`src/rtl/driver_cmd_issuer.sv`:
```
// In-order command issuer for the add-accelerator driver. It buffers host commands
// in a FIFO, issues them to the driver and returns each compute result to the host.
module driver_cmd_issuer #(
   parameter int DW         = 32,
   parameter int FIFO_DEPTH = 4,
   parameter int RES_LAT    = 1
) (
   input  logic          clock,
   input  logic          reset,
   input  logic          cmd_valid,
   output logic          cmd_ready,
   input  logic [DW-1:0] cmd_opcode,
   input  logic [DW-1:0] cmd_id,
   input  logic [DW-1:0] cmd_in,
   input  logic [DW-1:0] cmd_addr,
   output logic [DW-1:0] drv_opcode,
   output logic [DW-1:0] drv_id,
   output logic [DW-1:0] drv_in,
   output logic [DW-1:0] drv_addr,
   input  logic [DW-1:0] drv_out,
   output logic          res_valid,
   input  logic          res_ready,
   output logic [DW-1:0] res_data,
   output logic [DW-1:0] res_id,
   output logic          busy,
   output logic          err_bad_op
);
   localparam int AW = $clog2(FIFO_DEPTH);
   localparam int CW = (RES_LAT < 2) ? 1 : $clog2(RES_LAT + 1);

   typedef enum logic [1:0] {IDLE, WAIT, HOLD} state_t;

   state_t          state_reg, state_next;
   logic [CW-1:0]   cnt_reg, cnt_next;
   logic [AW-1:0]   wr_ptr_reg, rd_ptr_reg;
   logic [AW:0]     count_reg;
   logic [4*DW-1:0] fifo_mem [FIFO_DEPTH];
   logic [4*DW-1:0] head;
   logic [DW-1:0]   head_f [4];
   logic [DW-1:0]   drv_opcode_reg, drv_id_reg, drv_in_reg, drv_addr_reg;
   logic [DW-1:0]   res_data_reg, res_id_reg;
   logic            res_valid_reg, err_reg;
   logic            full, empty, push, pop;
   logic            issue, capture, res_clear, bad_op;

   assign full  = (count_reg == (AW+1)'(FIFO_DEPTH));
   assign empty = (count_reg == '0);
   assign push  = cmd_valid && !full;
   assign pop   = (state_reg == IDLE) && !empty;

   // Entry layout, MSB first: opcode, id, in, addr.
   assign head = fifo_mem[rd_ptr_reg];
   for (genvar gi = 0; gi < 4; gi++) begin : g_head
      assign head_f[gi] = head[gi*DW +: DW];
   end

   always_ff @(posedge clock) begin
      if (push) begin
         fifo_mem[wr_ptr_reg] <= {cmd_opcode, cmd_id, cmd_in, cmd_addr};
      end
   end

   always_comb begin
      state_next = state_reg;
      cnt_next   = cnt_reg;
      issue      = 1'b0;
      capture    = 1'b0;
      res_clear  = 1'b0;
      bad_op     = 1'b0;
      case (state_reg)
         IDLE: begin
            if (!empty) begin
               if (head_f[3] == DW'(1)) begin
                  issue = 1'b1;
               end else if (head_f[3] == DW'(2)) begin
                  issue      = 1'b1;
                  cnt_next   = CW'(RES_LAT);
                  state_next = WAIT;
               end else if (head_f[3] != '0) begin
                  bad_op = 1'b1;
               end
            end
         end
         WAIT: begin
            cnt_next = cnt_reg - 1'b1;
            if (cnt_reg == CW'(1)) begin
               capture    = 1'b1;
               state_next = HOLD;
            end
         end
         HOLD: begin
            if (res_ready) begin
               res_clear  = 1'b1;
               state_next = IDLE;
            end
         end
         default: state_next = IDLE;
      endcase
   end

   always_ff @(posedge clock or posedge reset) begin
      if (reset) begin
         state_reg      <= IDLE;
         cnt_reg        <= '0;
         wr_ptr_reg     <= '0;
         rd_ptr_reg     <= '0;
         count_reg      <= '0;
         drv_opcode_reg <= '0;
         drv_id_reg     <= '0;
         drv_in_reg     <= '0;
         drv_addr_reg   <= '0;
         res_valid_reg  <= 1'b0;
         res_data_reg   <= '0;
         res_id_reg     <= '0;
         err_reg        <= 1'b0;
      end else begin
         state_reg <= state_next;
         cnt_reg   <= cnt_next;
         if (push) wr_ptr_reg <= wr_ptr_reg + 1'b1;
         if (pop)  rd_ptr_reg <= rd_ptr_reg + 1'b1;
         count_reg <= count_reg + {{AW{1'b0}}, push} - {{AW{1'b0}}, pop};
         drv_opcode_reg <= issue ? head_f[3] : '0;
         if (issue) begin
            drv_id_reg   <= head_f[2];
            drv_in_reg   <= head_f[1];
            drv_addr_reg <= head_f[0];
         end
         // drv_id still holds the compute's id throughout WAIT.
         if (capture) begin
            res_valid_reg <= 1'b1;
            res_data_reg  <= drv_out;
            res_id_reg    <= drv_id_reg;
         end else if (res_clear) begin
            res_valid_reg <= 1'b0;
         end
         if (bad_op) err_reg <= 1'b1;
      end
   end

   assign cmd_ready  = !full;
   assign drv_opcode = drv_opcode_reg;
   assign drv_id     = drv_id_reg;
   assign drv_in     = drv_in_reg;
   assign drv_addr   = drv_addr_reg;
   assign res_valid  = res_valid_reg;
   assign res_data   = res_data_reg;
   assign res_id     = res_id_reg;
   assign busy       = !empty || (state_reg != IDLE) || (drv_opcode_reg != '0);
   assign err_bad_op = err_reg;
endmodule

```
`config.mk`:
```
export PLATFORM = sky130hd
export DESIGN_NAME = driver_cmd_issuer
export DESIGN_NICKNAME = d
export VERILOG_FILES = /design/src/rtl/driver_cmd_issuer.sv
export SDC_FILE = /design/constraint.sdc
export NUM_CORES = 1
export LEC_CHECK = 0
export ABC_AREA = 1
export CAP_MARGIN = 25
export CORE_ASPECT_RATIO = 2
export CORE_UTILIZATION = 45
export CTS_CLUSTER_SIZE = 14
export DETAILED_ROUTE_END_ITERATION = 16
export GPL_TIMING_DRIVEN = 0
export PLACE_DENSITY = 0.74
export REMOVE_ABC_BUFFERS = 1
export SLEW_MARGIN = 25
export SYNTH_ARGS = -nofsm -noshare
export SYNTH_HDL_FRONTEND = slang
export SYNTH_SLANG_ARGS = --single-unit
```
`constraint.sdc`:
```
create_clock -name clock -period 8.4 [get_ports clock]
set_input_delay 2.52 -clock clock [delete_from_list [all_inputs] [get_ports clock]]
set_output_delay 2.52 -clock clock [all_outputs]
set_load 0.02 [all_outputs]
```
## Word level (Yosys, flattened, before mapping)

Memories as Yosys holds them, arrays and structs flattened.
Index checks and enable logic that the tools add are counted.

- Flip-flop bits (word level): 204
- Bits in latches: 0
- RAM bits: 512
- Bits in read-only memories: 0
- Input port bits: 164
- Output and inout port bits: 196
- Memories: 1

- Add/sub/neg operators: 5
- $mul: 0
- Divide/modulo/power cells: 0
- Magnitude comparators: 0
- Equality and inequality tests: 10
- Shifts and indexed selects: 0
- Multiplexer cells: 28
- Bitwise operators: 0
- Reductions and logical operators: 15

Memory list:

| memory | words | width | read ports | clocked after Yosys merged registers in | wr ports | RTL line | RTL |
|---|---|---|---|---|---|---|---|
| fifo_mem | 4 | 128 | 1 | 0 | 1 | 37 | `logic [4*DW-1:0] fifo_mem [FIFO_DEPTH];` |

Operator list:

| cell | count |
|---|---|
| 32-bit nonzero test | 2 |
| 32-bit by 1-bit == test with 1-bit output (second input constant) | 1 |
| 32-bit by 2-bit == test with 1-bit output (second input constant) | 1 |
| 32-bit 2-to-1 mux | 1 |
| 1-bit 2-to-1 mux | 20 |
| 2-bit 2-to-1 mux | 5 |
| 2-bit inequality test (second input constant) | 4 |
| 2-bit case mux with 3 select lines | 1 |
| 2-bit nonzero test | 3 |
| 5-bit AND reduction | 1 |
| 2-bit by 1-bit adder with 2-bit output (second input constant) | 2 |
| 4-bit AND reduction | 1 |
| 3-bit by 1-bit adder with 3-bit output | 1 |
| 3-bit == test (second input constant) | 1 |
| 3-bit logical NOT | 1 |
| 3-bit by 1-bit subtractor with 3-bit output | 1 |
| 2-bit by 1-bit == test with 1-bit output (second input constant) | 1 |
| 2-bit == test (second input constant) | 1 |
| 1-bit logical AND | 2 |
| 1-bit logical NOT | 2 |
| 2-bit logical NOT | 1 |
| 1-bit logical OR | 2 |
| 2-bit by 1-bit inequality test with 1-bit output (second input constant) | 1 |
| 1-bit case mux with 2 select lines | 1 |
| 1-bit subtractor (second input constant) | 1 |

## Logic depth before layout (Yosys ltp)

Gate-level depths: netlist (run 1).
An unclocked memory read counts as a cell.

- Depth after elaboration: 7
- Gate-level depth with buffers: 19
- Mapped depth without buffers: 15

## Least setup slack after synthesis (run 1)

Ideal clock, no wire load.

- Kind: input -> register
- Start point: input cmd_valid
- End point: memory fifo_mem[0][0] in the netlist's numbering (enable)
- Setup time: 617 ps
- Arrival: 8029 ps
- Setup slack: -246 ps
- Stages: 2
- Path buffers: 0
- Path through: nand2_1 nor2_1

- Word-level cells in the longest chain between the ends: 3

RTL lines:

| item | RTL line | RTL |
|---|---|---|
| start, declared | 10 | `input logic cmd_valid,` |
| 1-bit logical AND | 48 | `assign push = cmd_valid && !full;` |
| 1-bit 2-to-1 mux | 58 | `if (push) begin` |
| 1-bit 2-to-1 mux (not written as such) | 59 | `fifo_mem[wr_ptr_reg] <= {cmd_opcode, cmd_id, cmd_in, cmd_addr};` |
| end, declared | 37 |  |

Every way passes these cells.

## Worst setup path after layout (run 1)

- Start point: register count_reg[1]
- End point: output busy

- Word-level cells in the longest chain between the ends: 4

RTL lines:

| item | RTL line | RTL |
|---|---|---|
| start, declared | 36 | `logic [AW:0] count_reg;` |
| start signal, assigned | 121 | `count_reg <= count_reg + {{AW{1'b0}}, push} - {{AW{1'b0}}, pop};` |
| 3-bit logical NOT | 47 | `assign empty = (count_reg == '0);` |
| 1-bit logical NOT | 148 | `assign busy = !empty \|\| (state_reg != IDLE) \|\| (drv_opcode_reg != '0);` |
| 1-bit logical OR (2 in a row) | 148 |  |
| end, declared | 25 | `output logic busy,` |

Every way passes these cells.

==> run metrics, run 1 <==
# Max-Cap Violations=0; initial antenna violation count=14; clock root buffer=clkbuf_16; quantity of gates resized following cts=0; PD cells=~280 mW/mm^2; Final period util=60.7%; Post-CTS Setup Bufs=0; drt first pass iters=6; hold path cells=2; top cells by area, synth=edfxtp_1 55%, dfrtp_1 18%, nand2_1 7.0%, inv_1 4.2%, o21ai_0 4.1%; first-pass GRT wire length=a little over 100 mm; CP Class=register to primary output; leakage=approximately 14 nW; fraction of registers with async set/reset=roughly 28%; worst r2r path cells=16; number of CTS-inserted buffers=60; endpoints failing hold=0; Initial Util=a little under half; share of the yosys chip area belonging to registers=around 74%; synthesized area per cell=11.5 um^2; NetSw=approximately 0.0031 W; DIE WIDTH=178 um; crit-path max FO=4; status=completed; FF-to-FF Start=rd_ptr_reg[1]; I/O Pins=360; CP bufs+invs=1; hold buffer count at CTS=0; Sinks on Clock Net=716; Pint=approximately 0.0067 W; Max Clock Skew=23.2 ps; most common cell in the synthesized netlist=nand2_1; Synth Cell Area=around 0.028 mm^2; crit end category=primary output; Max transition margin=a little over two fifths; commonest register cell after synthesis=edfxtp_1; startpoint types=register; worst slew pin tran=850 ps; WL/cell=~18 um; delay-heaviest family, CP=simple AND/OR/NAND/NOR gates; Tmin final=roughly 5100 ps; Max VDD drop=about 0.21 mV; top-area cell type share of the netlist area=55.4%; pre-CTS setup slack=between 3000 and 4000 ps; placed cells=~3500; Sw Share=a little under a third; RSZ-0062 raised after global routing=false; Synthesis Warnings=0; Clk pwr share=a little over a quarter; Biggest register=fifo_mem; fin. max-slew vios=0; Post-synth EDFFs=a little over 500; Net count, final=roughly 3000; R2R Setup Slk=approximately 3700 ps; Post-synth top cells=517 x nand2_1, 512 x edfxtp_1, 307 x inv_1, 226 x o21ai_0, 217 x nor2_1; CTS tree=built; fraction of layout cells with a size suffix above 1=under 10%; Critical Path RT=slightly below 6000 ps; HP Start=res_data[4]; Final WS setup=roughly 3300 ps; latest clock arrival within the worst-skew pair=630 ps; Vias/cell=~5; post-route cell area=around 0.035 mm^2; Total GRT Usage=a little over a fifth; RR Endpoint=drv_addr[6]; number of flip-flops in the largest register=512; Final Wtd Congestion=between 0.7 and 0.8; Hold Path Class=register to register; Max clock buf depth=3; HPWL Detailed=42.3 mm; GRT overflow=0; Routed Wire Length=between 60 and 70 mm; Vert. Die Dim=roughly 350 um; drt drc=0; core area=0.0610 mm^2; Unique masters post-synth=29; H-tree depth=2; Worst Hold Path EP=res_data[4]; vias post-DR=between 15000 and 20000; crit path cell chain=nor3_1, nand2_1, or3_1, clkdlybuf4s50_1; number of routed nets with antenna violations=0; Max Clk Rate=~0.20 GHz; vias in the first global route=about 19000; WP data arrival=2580 ps; # port buffers=~360; pin count of the biggest net entering global routing=~110; post-route non-filler standard cell count=about 3600; Placement Rows=approximately 130; Setup TNS Final=0 ps; DRT iter0 DRCs=about 1100; Cells after Synth=2405; area grow syn2layout=26.2%; largest area contributor in the netlist=edfxtp_1; Synth Register Bits=roughly 720; final total power=just under 0.01 W; setup violators final=0; combinational share of power=between 20% and 30%; clock slew at reported path FFs=~70 ps; die area=roughly 0.063 mm^2; sequential fraction of design power=approximately 46%; crit-path max cell delay=550 ps; area post-placement=0.0332 mm^2; slowest cell on the critical path=clkdlybuf4s50_1
## cells in the final DEF (no fill, tap or decap), types with 2 or more instances in the layout
master           instances
nor2_4                   5
buf_6                    3
dfrtp_1                202
buf_12                   8
conb_1                  30
clkbuf_16               63
clkbuf_8                 5
edfxtp_1               512
o21ai_0                226
nand4_1                  2
inv_8                    3
buf_4                   11
clkbuf_1                32
nand2_1                517
nor3_1                   2
clkinv_2                 4
o22ai_1                 97
nand3_1                162
diode_2                 10
dfrtp_4                  2
nor2_1                 212
nor4_1                   8
clkdlybuf4s50_1        359
buf_16                  33
clkinvlp_4               2
ha_1                     6
inv_1                  305
xor2_1                   4
nand2_8                  2
## power by group through the flow
| stage | clock network, W | logic [W] | registers (W) |
|---|---|---|---|
| floorplan | 0 | 0.00147 | 0.00479 |
| global placement | 0 | 0.00214 | 0.00504 |
| detailed placement | 0 | 0.00270 | 0.00461 |
| CTS | 0.00271 | 0.00271 | 0.00454 |
| global route | 0.00283 | 0.00297 | 0.00458 |
| finish | 0.00265 | 0.00269 | 0.00454 |
## kinds of logic (layout without fill, tap and decap cells)
logic type | after synthesis | in the layout | synth area share [%]
other | 1 | 40 | 0.0135
buffers and inverters | 438 | 833 | 6.20
flip-flops | 716 | 716 | 73.8
XOR/XNOR | 5 | 5 | 0.158
AO/OA/AOI/OAI | 325 | 325 | 6.30
adder cells (fa/ha/maj) | 7 | 7 | 0.342
AND/OR/NAND/NOR | 913 | 913 | 13.2
## worst reg2reg max path, stage by stage, from the launching register on
cell	delay, ps
dfrtp_4	690
buf_16	300
inv_8	290
buf_16	350
nand3_1	310
nand2_1	100
nand2_1	50
nor2_1	140
nand2_1	200
nor2_1	220
nand2_1	180
nand2_8	620
nand2_8	520
buf_16	350
nand2_1	180
nand2_1	60
inv_1	50
## metrics by stage
stage / utilization, % / hold WS (ps)
6_report: 57.4 / 471
5_1_grt: 57.4 / 499
4_1_cts: 57.4 / 474
3_5_place_dp: 54.4 / 457
3_3_place_gp: 52.3 / 453
2_1_floorplan: - / 502
## metal layers
metal / part of all wire [%] / vias up / track usage (%)
met1: 37 / 9018 / 22.7
met5: 0.073 / - / 0
met3: 5.9 / 129 / 3.43
li1: - / 8738 / -
met2: 53 / 640 / 39.0
met4: 3.5 / 6 / 9.88
## cell type report
cell class	count	area, um^2
clock buffers	101	1770
well taps	780	976
diodes	10	25.0
fillers	4809	26000
flip-flops and latches	716	20500
multi-input cells	1280	5740
inverters	309	1190
repair buffers	414	4780
clock inverters	9	85.1
## worst max path at each step
stage / from / to / slack [ps] / cells past startpoint
finish: count_reg[1] / busy / 3300 / 4
global route: count_reg[1] / busy / 3140 / 4
CTS: count_reg[1] / busy / 3280 / 4
detailed placement: cmd_valid / fifo_mem[0][11] / 3440 / 6
floorplan: rd_ptr_reg[0] / drv_addr[0] / -1410 / 14
global placement: rd_ptr_reg[0] / drv_opcode[0] / -10600 / 12
No activity file was read; power rests on OpenSTA's default activity.
==> run 2, diff against run 1 <==
--- a/config.mk
+++ b/config.mk
@@ -12,7 +12,7 @@
 export CTS_CLUSTER_SIZE = 14
 export DETAILED_ROUTE_END_ITERATION = 16
 export GPL_TIMING_DRIVEN = 0
-export PLACE_DENSITY = 0.74
+export PLACE_DENSITY = 0.71
 export REMOVE_ABC_BUFFERS = 1
 export SLEW_MARGIN = 25
 export SYNTH_ARGS = -nofsm -noshare
==> constraint.sdc (replaced) <==
create_clock -name clock -period 4.8 [get_ports clock]
set_input_delay 1.44 -clock clock [delete_from_list [all_inputs] [get_ports clock]]
set_output_delay 1.44 -clock clock [all_outputs]
set_load 0.02 [all_outputs]
==> run 2 against run 1 <==
  * Count of clock-buffer cells in the layout stayed put
  * Combinational power is 79% higher
  * Sequential power is 74% higher
  * Sequential cell count stayed put
  * Routed wire length is 2.8% higher
  * Sequential share of layout area is 0.46 points lower
  * Via count is 0.22% higher
  * First-iteration DRC count is 23% higher
  * Highest routed layer unchanged
  * Die area stayed put
  * Critical path depth is 14 higher
  * Clock skew is 2.2 ps lower
  * Power is 80% higher
==> run metrics, run 2 (synthesis results as in run 1) <==
status=completed (unchanged); number of CTS-inserted buffers=66 (was 60); Tmin final=around 4300 ps; Final period util=90.1%; initial antenna violation count=14 (unchanged); number of flip-flops in the largest register=512 (unchanged); Final Wtd Congestion=0.762 (was 0.750); hold path cells=2 (unchanged); Critical Path RT=5320 ps (was 5880 ps); setup violators final=0 (unchanged); DRT iter0 DRCs=1363 (was 1108); Vert. Die Dim=353 um (unchanged); # Max-Cap Violations=0 (unchanged); most used cell, CP=nand2_1; crit path cell chain=buf_12, inv_12, buf_16, nand2_1, nand3_1, nand2_1, inv_1, nand2_1, nor2_1, nand2_1, nor2_1, nand2_1, nand2_8, nand2_8, buf_16, nand2_1, nand2_1, inv_1 (was nor3_1, nand2_1, or3_1, clkdlybuf4s50_1); number of routed nets with antenna violations=0 (unchanged); Biggest register=fifo_mem (unchanged); delay-heaviest family, CP=simple AND/OR/NAND/NOR gates (unchanged); commonest non-fill, non-tap cells in the layout=517 x nand2_1, 512 x edfxtp_1, 359 x clkdlybuf4s50_1, 305 x inv_1, 226 x o21ai_0 (unchanged); slowest cell on the critical path=dfrtp_4 (was clkdlybuf4s50_1); crit-path max cell delay=650 ps (was 550 ps); Hold Path Class=register to register (unchanged); core area=0.0610 mm^2 (unchanged); hold buffer count at CTS=0 (unchanged); fraction of layout cells with a size suffix above 1=5.84% (was 5.20%); die area=0.0628 mm^2 (unchanged); Routed Wire Length=67.7 mm (was 65.8 mm); Net count, final=2962 (was 2952); Sinks on Clock Net=716 (unchanged); latest clock arrival within the worst-skew pair=590 ps (was 630 ps); startpoint types=register (unchanged); endpoints failing hold=0 (unchanged); worst slew pin tran=926 ps (was 850 ps); CP Class=register to register (was register to primary output); RSZ-0062 raised after global routing=false (unchanged); DIE WIDTH=178 um (unchanged); routing usage on met3=3.99% (was 3.43%); GRT overflow=0 (unchanged); PD cells=502 mW/mm^2 (was 282 mW/mm^2); R2R Setup Slk=480 ps (was 3720 ps); Placement Rows=128 (unchanged); Total GRT Usage=21.3% (was 21.0%); CP bufs+invs=6 (was 1); Max transition margin=38.3% (was 43.3%); Hold Worst Slack=468 ps (was 471 ps); met1 Usage GRT=23.6% (was 22.7%); fin. max-slew vios=0 (unchanged); pin count of the biggest net entering global routing=131 (was 111); Worst Hold Path EP=res_data[20] (was res_data[4]); Vias/cell=5.11 (was 5.12); Max Clk Rate=between 0.2 and 0.25 GHz; I/O Pins=360 (unchanged); Max clock buf depth=3 (unchanged); most common cell after layout, fill and taps aside=nand2_1 (unchanged); clock slew at reported path FFs=70 ps (about the same); HP Start=res_data[20] (was res_data[4]); CTS tree=built (unchanged); HPWL Detailed=42.4 mm (was 42.3 mm); gr busiest metal=met2 (unchanged); drt first pass iters=5 (was 6); # port buffers=359 (unchanged); Max VDD drop=0.359 mV (was 0.211 mV); crit end category=register (was primary output); RR Endpoint=drv_id[31] (was drv_addr[6]); WP data arrival=4850 ps (was 2580 ps); first-pass GRT wire length=102 mm (about the same); area grow syn2layout=27.2% (was 26.2%); GR Util met2=38.7% (was 39.0%); H-tree depth=3 (was 2); leakage=14.5 nW (was 14.4 nW); WL/cell=18.6 um (was 18.2 um); fin util=57.9% (was 57.4%); vias in the first global route=19000 (was 19200); Max Clock Skew=21.0 ps (was 23.2 ps); drt drc=0 (unchanged); FF-to-FF Start=rd_ptr_reg[0] (was rd_ptr_reg[1]); vias post-DR=18600 (was 18500); worst r2r path cells=18 (was 16); clock root buffer=clkbuf_16 (unchanged); Initial Util=45.5% (unchanged); crit-path max FO=130 (was 4); final total power=0.0177 W (was 0.00988 W)
## run 2: cell types whose count changed in the layout (fill, tap and decap cells not counted), sizes merged
cell,change
inv,+4
buf,+3
bufinv,+2
diode,+2
nand2,+1
clkinvlp,-2
clkinv,+5
## run 2: per-layer routing
layer | wire length (um) | vias to the layer above
met5 | 23 | -
met1 | 25600 | 9051
met3 | 4160 | 131
met2 | 36000 | 614
met4 | 1940 | 4
li1 | - | 8772
## run 2: power by group
group	leakage (nW)	switching, W	internal [W]
clock network	1.01	0.00217	0.00284
logic	6.22	0.00313	0.00169
registers	7.28	0.000282	0.00764
## run 2: how the worst max path moves through the flow
stage,start,endpoint,slack (ps),cells past startpoint
detailed placement,rd_ptr_reg[0],drv_id[10],130,18
global route,rd_ptr_reg[0],drv_id[0],50,18
CTS,rd_ptr_reg[0],drv_id[31],90,18
global placement,count_reg[1],drv_opcode[0],-14750,4
floorplan,rd_ptr_reg[0],drv_addr[0],-5010,14
finish,rd_ptr_reg[0],drv_id[31],480,18
## run 2: worst reg2reg max path: cells and delay by family (launching register included)
| kind | cells | cell delay [ps] |
|---|---|---|
| simple gates | 12 | 2030 |
| flops | 1 | 650 |
| buf+inv | 6 | 1590 |
## run 2: layout make-up
class                           instances  area [um^2]
Tap cell                              780          976
Inverter                              309         1190
Timing Repair Buffer                  417         4840
Multi-Input combinational cell       1281         5750
Sequential cell                       716        20500
Fill cell                            4825        25700
Clock buffer                          101         1890
Antenna cell                           12         30.0
Clock inverter                         18          155
## run 2: what timing repair did
action / CTS / global route
setup buffers: 0 / 1
endpoints found under the setup margin: 0 / 81
resized for setup: 0 / 2
## run 2: metrics by stage
step | area [um^2] | worst slack [ps] | TNS (ps) | cells
2_1_floorplan | 27300 | -5010 | -2377550 | 2305
3_3_place_gp | 31900 | -14750 | -6890640 | 3444
3_5_place_dp | 33200 | 135 | 0 | 3501
4_1_cts | 35300 | 89.2 | 0 | 3620
5_1_grt | 35300 | 45.7 | 0 | 3634
6_report | 35300 | 476 | 0 | 3634
